===== config.mk =====
export PLATFORM = sky130hd
export DESIGN_NAME = polyphase_fir_tx
export DESIGN_NICKNAME = d
export VERILOG_FILES = /design/src/rtl/polyphase_fir_pkg.sv /design/src/rtl/fir_coef_bank.sv /design/src/rtl/polyphase_fir_tx.sv
export SDC_FILE = /design/constraint.sdc
export NUM_CORES = 1
export LEC_CHECK = 0
export ABC_CLOCK_PERIOD_IN_PS = 7540
export BUFFER_PORTS_ARGS = -buffer_cell sky130_fd_sc_hd__clkbuf_2
export CAP_MARGIN = 20
export CORE_MARGIN = 2
export CORE_UTILIZATION = 58
export CTS_BUF_LIST = sky130_fd_sc_hd__clkbuf_16
export DETAILED_ROUTE_END_ITERATION = 16
export PLACE_DENSITY = 0.9
export SLEW_MARGIN = 40
export SYNTH_ARGS = -nofsm -noshare
export SYNTH_HDL_FRONTEND = slang
export SYNTH_SLANG_ARGS = --single-unit

===== constraint.sdc =====
create_clock -name clock -period 7.54 [get_ports clock]
set_clock_uncertainty 0.15 [all_clocks]
set_input_delay 1.508 -clock clock [delete_from_list [all_inputs] [get_ports clock]]
set_output_delay 1.508 -clock clock [all_outputs]
set_load 0.005 [all_outputs]

===== src/rtl/polyphase_fir_pkg.sv =====
// Shared constants, symbol mapping and width helpers for the polyphase FIR transmit shaper.
package polyphase_fir_pkg;

    typedef enum logic {
        MODE_BPSK = 1'b0,
        MODE_PAM4 = 1'b1
    } mode_e;

    localparam int SYM_W = 3;

    localparam logic signed [SYM_W-1:0] BPSK_POS  = 3'sd1;
    localparam logic signed [SYM_W-1:0] BPSK_NEG  = -3'sd1;
    localparam logic signed [SYM_W-1:0] PAM4_NEG3 = -3'sd3;
    localparam logic signed [SYM_W-1:0] PAM4_NEG1 = -3'sd1;
    localparam logic signed [SYM_W-1:0] PAM4_POS1 = 3'sd1;
    localparam logic signed [SYM_W-1:0] PAM4_POS3 = 3'sd3;

    function automatic int clog2(input int value);
        int result;
        result = 0;
        for (int i = 0; i < 31; i++) begin
            if ((1 << i) < value) begin
                result = i + 1;
            end
        end
        return result;
    endfunction

    // Worst-case sum of N products of a 3-bit symbol and a coefficient, kept exact.
    function automatic int acc_width(input int nb_coef, input int n_taps);
        return nb_coef + SYM_W + clog2(n_taps);
    endfunction

    function automatic int round_shift(input int nbf_coef, input int nbf_out);
        return nbf_coef - nbf_out;
    endfunction

    function automatic int round_bias(input int shift);
        return (shift > 0) ? (1 << (shift - 1)) : 0;
    endfunction

    // PAM4 levels follow Gray order so adjacent levels differ in one bit.
    function automatic logic signed [SYM_W-1:0] map_symbol(input logic [1:0] data,
                                                            input logic mode);
        logic signed [SYM_W-1:0] level;
        if (mode == MODE_PAM4) begin
            case (data)
                2'b00:   level = PAM4_NEG3;
                2'b01:   level = PAM4_NEG1;
                2'b11:   level = PAM4_POS1;
                default: level = PAM4_POS3;
            endcase
        end else begin
            level = data[0] ? BPSK_POS : BPSK_NEG;
        end
        return level;
    endfunction

endpackage


===== src/rtl/fir_coef_bank.sv =====
// Runtime-loadable coefficient register file that presents the taps of one polyphase branch.
module fir_coef_bank
    import polyphase_fir_pkg::*;
#(
    parameter  int OS        = 4,
    parameter  int N_TAPS_PH = 6,
    parameter  int NB_COEF   = 8,
    localparam int NC        = OS * N_TAPS_PH,
    localparam int AW        = clog2(NC),
    localparam int PW        = clog2(OS)
) (
    input  logic                           clock,
    input  logic                           i_reset,
    input  logic                           i_we,
    input  logic [AW-1:0]                  i_addr,
    input  logic [NB_COEF-1:0]             i_data,
    input  logic [PW-1:0]                  i_phase,
    output logic [N_TAPS_PH*NB_COEF-1:0]   o_coefs
);

    logic [NB_COEF-1:0] coef [NC];
    logic [AW-1:0]      rd_idx;

    // Writes beyond the populated range are dropped rather than aliased.
    always_ff @(posedge clock) begin
        if (i_reset) begin
            for (int i = 0; i < NC; i++) begin
                coef[i] <= '0;
            end
        end else if (i_we && (int'(i_addr) < NC)) begin
            coef[i_addr] <= i_data;
        end
    end

    always_comb begin
        o_coefs = '0;
        rd_idx  = '0;
        for (int k = 0; k < N_TAPS_PH; k++) begin
            rd_idx = AW'(k * OS) + AW'(i_phase);
            o_coefs[k*NB_COEF +: NB_COEF] = coef[rd_idx];
        end
    end

endmodule


===== src/rtl/polyphase_fir_tx.sv =====
// Polyphase FIR pulse shaper / upsampler: one BPSK or PAM4 symbol in, OS shaped samples out.
module polyphase_fir_tx
    import polyphase_fir_pkg::*;
#(
    parameter  int OS        = 4,
    parameter  int N_TAPS_PH = 6,
    parameter  int NB_COEF   = 8,
    parameter  int NBF_COEF  = 7,
    parameter  int NB_OUT    = 8,
    parameter  int NBF_OUT   = 6,
    localparam int NC        = OS * N_TAPS_PH,
    localparam int AW        = clog2(NC),
    localparam int PW        = clog2(OS)
) (
    input  logic                clock,
    input  logic                i_reset,
    input  logic                i_enable,
    input  logic                i_mode,
    input  logic [1:0]          i_data,
    input  logic                i_valid,
    output logic                o_ready,
    input  logic                i_coef_we,
    input  logic [AW-1:0]       i_coef_addr,
    input  logic [NB_COEF-1:0]  i_coef_data,
    output logic [NB_OUT-1:0]   o_data,
    output logic                o_valid,
    output logic [PW-1:0]       o_phase
);

    localparam int ACC_W = acc_width(NB_COEF, N_TAPS_PH);
    localparam int SHIFT = round_shift(NBF_COEF, NBF_OUT);
    localparam int EXT_W = ACC_W + 1;

    localparam logic signed [EXT_W-1:0] ROUND_BIAS = EXT_W'(round_bias(SHIFT));
    localparam logic signed [EXT_W-1:0] SAT_HI     = EXT_W'((1 << (NB_OUT - 1)) - 1);
    localparam logic signed [EXT_W-1:0] SAT_LO     = EXT_W'(-(1 << (NB_OUT - 1)));

    logic [PW-1:0]                 phase;
    logic [PW-1:0]                 phase_d;
    logic                          en_d;
    logic signed [SYM_W-1:0]       sym [N_TAPS_PH];
    logic [N_TAPS_PH*NB_COEF-1:0]  phase_coefs;
    logic signed [NB_COEF-1:0]     tap_coef [N_TAPS_PH];
    logic signed [ACC_W-1:0]       acc;
    logic signed [EXT_W-1:0]       rounded;
    logic signed [NB_OUT-1:0]      sample;

    assign o_ready = i_enable && (phase == '0);

    // Stage 1: phase count, symbol intake (zero-stuffed on underrun) and pipeline tags.
    always_ff @(posedge clock) begin
        if (i_reset) begin
            phase   <= '0;
            phase_d <= '0;
            en_d    <= 1'b0;
            for (int k = 0; k < N_TAPS_PH; k++) begin
                sym[k] <= '0;
            end
        end else begin
            en_d <= i_enable;
            if (i_enable) begin
                phase   <= (phase == PW'(OS - 1)) ? '0 : phase + PW'(1);
                phase_d <= phase;
                if (phase == '0) begin
                    for (int k = N_TAPS_PH - 1; k > 0; k--) begin
                        sym[k] <= sym[k-1];
                    end
                    sym[0] <= i_valid ? map_symbol(i_data, i_mode) : '0;
                end
            end
        end
    end

    fir_coef_bank #(
        .OS        (OS),
        .N_TAPS_PH (N_TAPS_PH),
        .NB_COEF   (NB_COEF)
    ) u_coef_bank (
        .clock   (clock),
        .i_reset (i_reset),
        .i_we    (i_coef_we),
        .i_addr  (i_coef_addr),
        .i_data  (i_coef_data),
        .i_phase (phase_d),
        .o_coefs (phase_coefs)
    );

    always_comb begin
        for (int k = 0; k < N_TAPS_PH; k++) begin
            tap_coef[k] = phase_coefs[k*NB_COEF +: NB_COEF];
        end
    end

    // Exact dot product, then round-half-up and clamp to the output range.
    always_comb begin
        acc = '0;
        for (int k = 0; k < N_TAPS_PH; k++) begin
            acc = acc + ACC_W'(sym[k]) * ACC_W'(tap_coef[k]);
        end
        rounded = (EXT_W'(acc) + ROUND_BIAS) >>> SHIFT;
        if (rounded > SAT_HI) begin
            sample = NB_OUT'(SAT_HI);
        end else if (rounded < SAT_LO) begin
            sample = NB_OUT'(SAT_LO);
        end else begin
            sample = NB_OUT'(rounded);
        end
    end

    // Stage 2 is clocked every cycle; a disabled slot only drops o_valid and holds the sample.
    always_ff @(posedge clock) begin
        if (i_reset) begin
            o_data  <= '0;
            o_valid <= 1'b0;
            o_phase <= '0;
        end else begin
            o_valid <= en_d;
            if (en_d) begin
                o_data  <= sample;
                o_phase <= phase_d;
            end
        end
    end

endmodule


## Word-level counts from Yosys, hierarchy flattened

Memory sizes are Yosys's and may differ from the RTL's. A register that Yosys moved wholly into a read port is not among the register bits.
Index checks and enable logic that the tools add are counted.
Widths: inputs -> output; s select.

| cells by class | value |
|---|---|
| order comparisons | 3 |
| bitwise gates (word level) | 6 |
| muxes and demuxes | 30 |
| add/subtract/negate cells | 12 |
| reduce and logical (&&, ||, !) cells | 5 |
| equal/unequal tests | 3 |
| $mul | 6 |

Operator list:

| operator | number |
|---|---|
| $mul 3x8->11 | 6 |
| $mux 3 | 12 |
| $add 14x11->14 | 2 |
| $mux 8 | 3 |
| $add 14x2->15 const B | 1 |
| $mux 5 | 3 |
| $add 13x11->14 | 1 |
| $gt 14x8->1 const B | 1 |
| $lt 14x8->1 const B | 1 |
| $add 12x11->13 | 1 |
| $add 11x11->12 | 1 |
| $add 4x2->5 const A | 2 |
| $add 5x2->5 const A | 2 |
| $mux 1 | 10 |
| $pmux 3 s3 | 1 |
| $reduce_or 8->1 | 1 |
| $or 1x1->1 | 6 |
| $lt 5x5->1 const B | 1 |
| $add 3x2->4 const A | 1 |
| $eq 2x2->1 const B | 2 |
| $logic_not 2->1 | 2 |
| $add 2x1->2 const B | 1 |
| $eq 2x1->1 const B | 1 |
| $logic_and 1x1->1 | 2 |
| $mux 2 | 1 |

| storage, ports and cells | value |
|---|---|
| register bits after elaboration | 16 |
| output and inout bits | 12 |
| memories | 2 |
| RAM bits | 210 |
| word-level logic and storage cells | 73 |

Memories:

| name | words | width | read ports | clocked after memory_dff | write ports | RTL line | source |
|---|---|---|---|---|---|---|---|
| u_coef_bank.coef | 24 | 8 | 6 | 1 | 24 | fir_coef_bank.sv:21 | `logic [NB_COEF-1:0] coef [NC];` |
| sym | 6 | 3 | 6 | 0 | 6 | polyphase_fir_tx.sv:41 | `logic signed [SYM_W-1:0] sym [N_TAPS_PH];` |

## Logic depth before layout (Yosys ltp)

An unclocked memory read counts as a cell.

| depth | value |
|---|---|
| depth after elaboration | 12 |
| mapped depth | 28 |
| gate-level depth less buffers | 26 |

## Modules after synthesis

Synthesis repeated with hierarchy kept, for this count alone.

| second synthesis, totals | value |
|---|---|
| cell total of the unflattened synthesis | 1,350 |
| area total of the unflattened synthesis | 17,262.8 µm² |

Modules (own cells, without submodules):

| module | area an instance (µm²) | cells each | seq. area each (µm²) | instances |
|---|---|---|---|---|
| fir_coef_bank | 10,136.0 | 618 | 5,765.5 | 1 |
| polyphase_fir_tx | 7,126.8 | 732 | 860.8 | 1 |

## Least setup slack after synthesis

No wires, ideal clock.

| timing path | value |
|---|---|
| path kind | reg-to-reg |
| start point | register phase_d[0] |
| end point | register o_data[3] |
| cell stages (with the launch flop) | 28 |
| period minus slack after synthesis | 7.518 ns |
| setup slack | 0.022 ns |
| arrival | 7.284 ns |
| path through | dfxtp_1 > clkbuf_1 > buf_2 > mux4_2 > nand2b_1 > fa_1 > fa_1 > inv_1 > fa_1 > fa_1 > inv_1 > fa_1 > inv_1 > fa_1 > inv_1 > fa_1 > inv_1 > ha_1 > inv_1 > fa_1 > and2b_2 > o2111ai_2 > a21oi_2 > o211ai_2 > and3_1 > or2_1 > a32o_2 > o31ai_2 |

| between the ends | value |
|---|---|
| word-level cells in the longest chain between the ends | 12 |

Ends and longest elaborated chain:

| item | RTL line | source |
|---|---|---|
| start: declaration | polyphase_fir_tx.sv:39 | `logic [PW-1:0] phase_d;` |
| start signal: assignment | polyphase_fir_tx.sv:63 | `phase_d <= phase;` |
| $add 3x2->4 | fir_coef_bank.sv:39 | `rd_idx = AW'(k * OS) + AW'(i_phase);` |
| $mem_v2 24x8 (*) | -- |  |
| $mul 3x8->11 | polyphase_fir_tx.sv:98 | `acc = acc + ACC_W'(sym[k]) * ACC_W'(tap_coef[k]);` |
| $add 11x11->12 | polyphase_fir_tx.sv:98 |  |
| $add 12x11->13 | polyphase_fir_tx.sv:98 |  |
| $add 13x11->14 | polyphase_fir_tx.sv:98 |  |
| $add 14x11->14 | polyphase_fir_tx.sv:98 |  |
| $add 14x11->14 (*) | polyphase_fir_tx.sv:98 |  |
| $add 14x2->15 (*) | polyphase_fir_tx.sv:100 | `rounded = (EXT_W'(acc) + ROUND_BIAS) >>> SHIFT;` |
| $lt 14x8->1 | polyphase_fir_tx.sv:103 | `end else if (rounded < SAT_LO) begin` |
| $mux 8 | polyphase_fir_tx.sv:103 |  |
| $mux 8 (*) | polyphase_fir_tx.sv:101 | `if (rounded > SAT_HI) begin` |
| end signal: assignment | polyphase_fir_tx.sv:119 | `o_data <= sample;` |
| end: declaration | polyphase_fir_tx.sv:25 | `output logic [NB_OUT-1:0] o_data,` |

Mark *: on every way between the ends. The rest lies on a longest branch, timed or not.
A chain may end at the register's enable or synchronous reset.

## Worst setup path after layout

| timing path | value |
|---|---|
| start point | register phase_d[0] |
| end point | register o_data[4] |

The elaborated chain is that of the path after synthesis.

==> metrics <==
IO Port Bufs 32; Startpoint Class register; R2R cell count 25; post-route ant nets 0; count of final setup violators 0; clock buffer depth 3; Final TNS setup 0 ns; post-synthesis register bit count 228; # hold bufs at CTS 0; Hold/Removal Path Class register to register; ys flop type edfxtp_1; crit path DAT 7.79 ns; initial DRC count 955; Final Net Count 1,539; Seq. cell area about 6700 µm²; Seq/Total Area, Yosys a little over two fifths; final hold violations 0; first-pass GRT wire length 55,000 µm; Cell Area, Synth 15,800 µm²; Post-DP Area roughly 16,000 µm²; initial antenna violation count 1; clock-pin slew on the worst setup and hold paths 0.07 ns; most common cell in the synthesized netlist and2_1; Post-Synthesis Cells 1,264; biggest area consumer among synthesized cells edfxtp_1; layout cells sized above 1 15.9%; Residual DRC 0; Die Y around 170 µm; max frequency about 130 MHz; largest net degree at the start of global routing 48; vias post-DR roughly 9,600; routed len/inst 21.0 µm; Synth top cells by count 253 x and2_1, 210 x edfxtp_1, 189 x inv_1; CP max FO 7; clk sink count 228; Slew @ Worst Pin 0.692 ns; area of the multi-input gates 8310 µm²; CTS root buffer clkbuf_16; Slew Limit Fails 0; Ant. Diodes 0; Setup crit end kind register; WHS Path Cells 2; fillcell total 1,770; Crit Path Category register to register; H-tree depth 1; die width 169 µm; I/O pin count 33; Most common cell on crit path fa_1; period utilisation layout 99.4%; number of global-route vias before repair slightly above 10,000; design area approximately 17,000 µm²; max incr delay on CP 0.56 ns; DRT Pass-1 Iters 5; CORE AREA 26,800 µm²; Detailed Place HPWL 26,000 µm; pre-CTS setup slack -0.116 ns; Crit-path slowest cell mux4_2; GPL Wtd Cong 0.936; die footprint around 29,000 µm²; MaxCap Viol Count 0; clock tree from TritonCTS done; Slew HR 53.8%; RSZ-0062 raised after global routing true; syn nets 1,497; fin crit period 7.49 ns; CP required 7.84 ns; synth warn 0; post-synthesis cell type count 59; Tot GR Track Use 25.5%; Mapped Avg Cell Area 12.5 µm²; via/cell ratio 5.78; synthesis-to-finish area growth 9.48%; Synth top area share between 30% and 40%; CTS Buf Count 24; Post-synth EDFFs 210; row cnt 60; Remaining Overflow, GRT 0; routed wire length 35,000 µm; status finished clean; asr flop ratio synth 0%; Starting Density about three fifths; Synth area leaders edfxtp_1 40%, fa_1 20%, and2_1 10%; clk_lat worst skew between 0.5 and 0.6 ns; final worst slack approximately 0.046 ns
==> final cells by class <==
type,count,area share [%]
Clock buffer,25,3.62
Clock inverter,19,0.674
Inverter,189,4.11
Multi-Input combinational cell,805,48.1
Sequential cell,228,38.6
Tap cell,341,2.47
Timing Repair Buffer,58,2.42
==> logic make-up after synthesis <==
| group | share of synthesized area, % |
|---|---|
| buf+inv | 5.59 |
| fa+ha+maj | 24.2 |
| mux | 7.64 |
| xor+xnor | 0.722 |
| flops | 42.3 |
| compound gates | 2.40 |
| simple gates | 17.2 |
==> metrics by stage <==
stage,utilization [%],hold slack (ns),instances
5_1_grt,64.5,0.393,1665
2_1_floorplan,-,0.335,1264
3_5_place_dp,61.0,0.333,1611
6_report,64.5,0.354,1665
4_1_cts,64.0,0.359,1657
3_3_place_gp,61.0,0.326,1611
==> worst max-delay path, delay by kind of cell (launching register included) <==
family	cells	cell delay [ns]
DFF	1	0.43
buffers and inverters	6	0.32
muxes	1	0.56
and+or+nand+nor	4	0.84
adders and majority gates	9	4.05
AOI/OAI and AO/OA	5	1.06
==> layout by cell type (no fill, tap or decap), types with 3 or more instances in the layout <==
master	instances
nand3b_1	3
nand3_1	3
edfxtp_1	210
mux2_2	3
o21bai_1	3
fa_1	154
clkbuf_16	25
nor3_1	7
o21ai_0	7
nand2b_1	27
xor2_1	5
mux2i_1	9
dfxtp_1	16
a211oi_2	7
and2_1	253
or2_2	25
mux4_2	48
inv_2	5
clkinvlp_4	3
nor2b_1	18
xnor2_1	8
buf_12	3
nor2_1	51
ha_1	55
a21oi_2	3
inv_1	193
buf_4	22
clkbuf_2	32
nand2_1	67
clkinv_1	3
==> path summary, 6_finish.rpt <==
check	start	to	slack (ns)
min reg2reg	o_phase[1]	o_phase[1]	0.35
min	o_phase[1]	o_phase[1]	0.35
max	phase_d[0]	o_data[4]	0.05
max reg2reg	phase_d[0]	o_data[4]	0.05
==> flip-flops by register name, summed over array words and instances (netlist names), named ones only <==
name              cells
o_valid               1
phase                 2
u_coef_bank.coef    192
o_data                8
phase_d               2
en_d                  1
o_phase               2
sym                  18
==> metal layers <==
layer  global-route usage [%]  up-vias  share of wire (%)
li1                         -     4232                  -
met1                     33.5     4827                 39
met2                     41.7      493                 48
met3                     6.43       76                 10
met4                     8.92        2                3.1
met5                        0        -              0.037
==> what timing repair did <==
action                                  in CTS  in global routing
cloned                                       1                  0
endpoints found under the hold margin        0                  0
resized for setup                            2                 17
pin swaps                                    1                 17
endpoints found under the setup margin       7                  8
buffers inserted                             1                  8
Power is not shown: default switching activity piles up to over one toggle a cycle in this logic, so the estimate is an artifact.
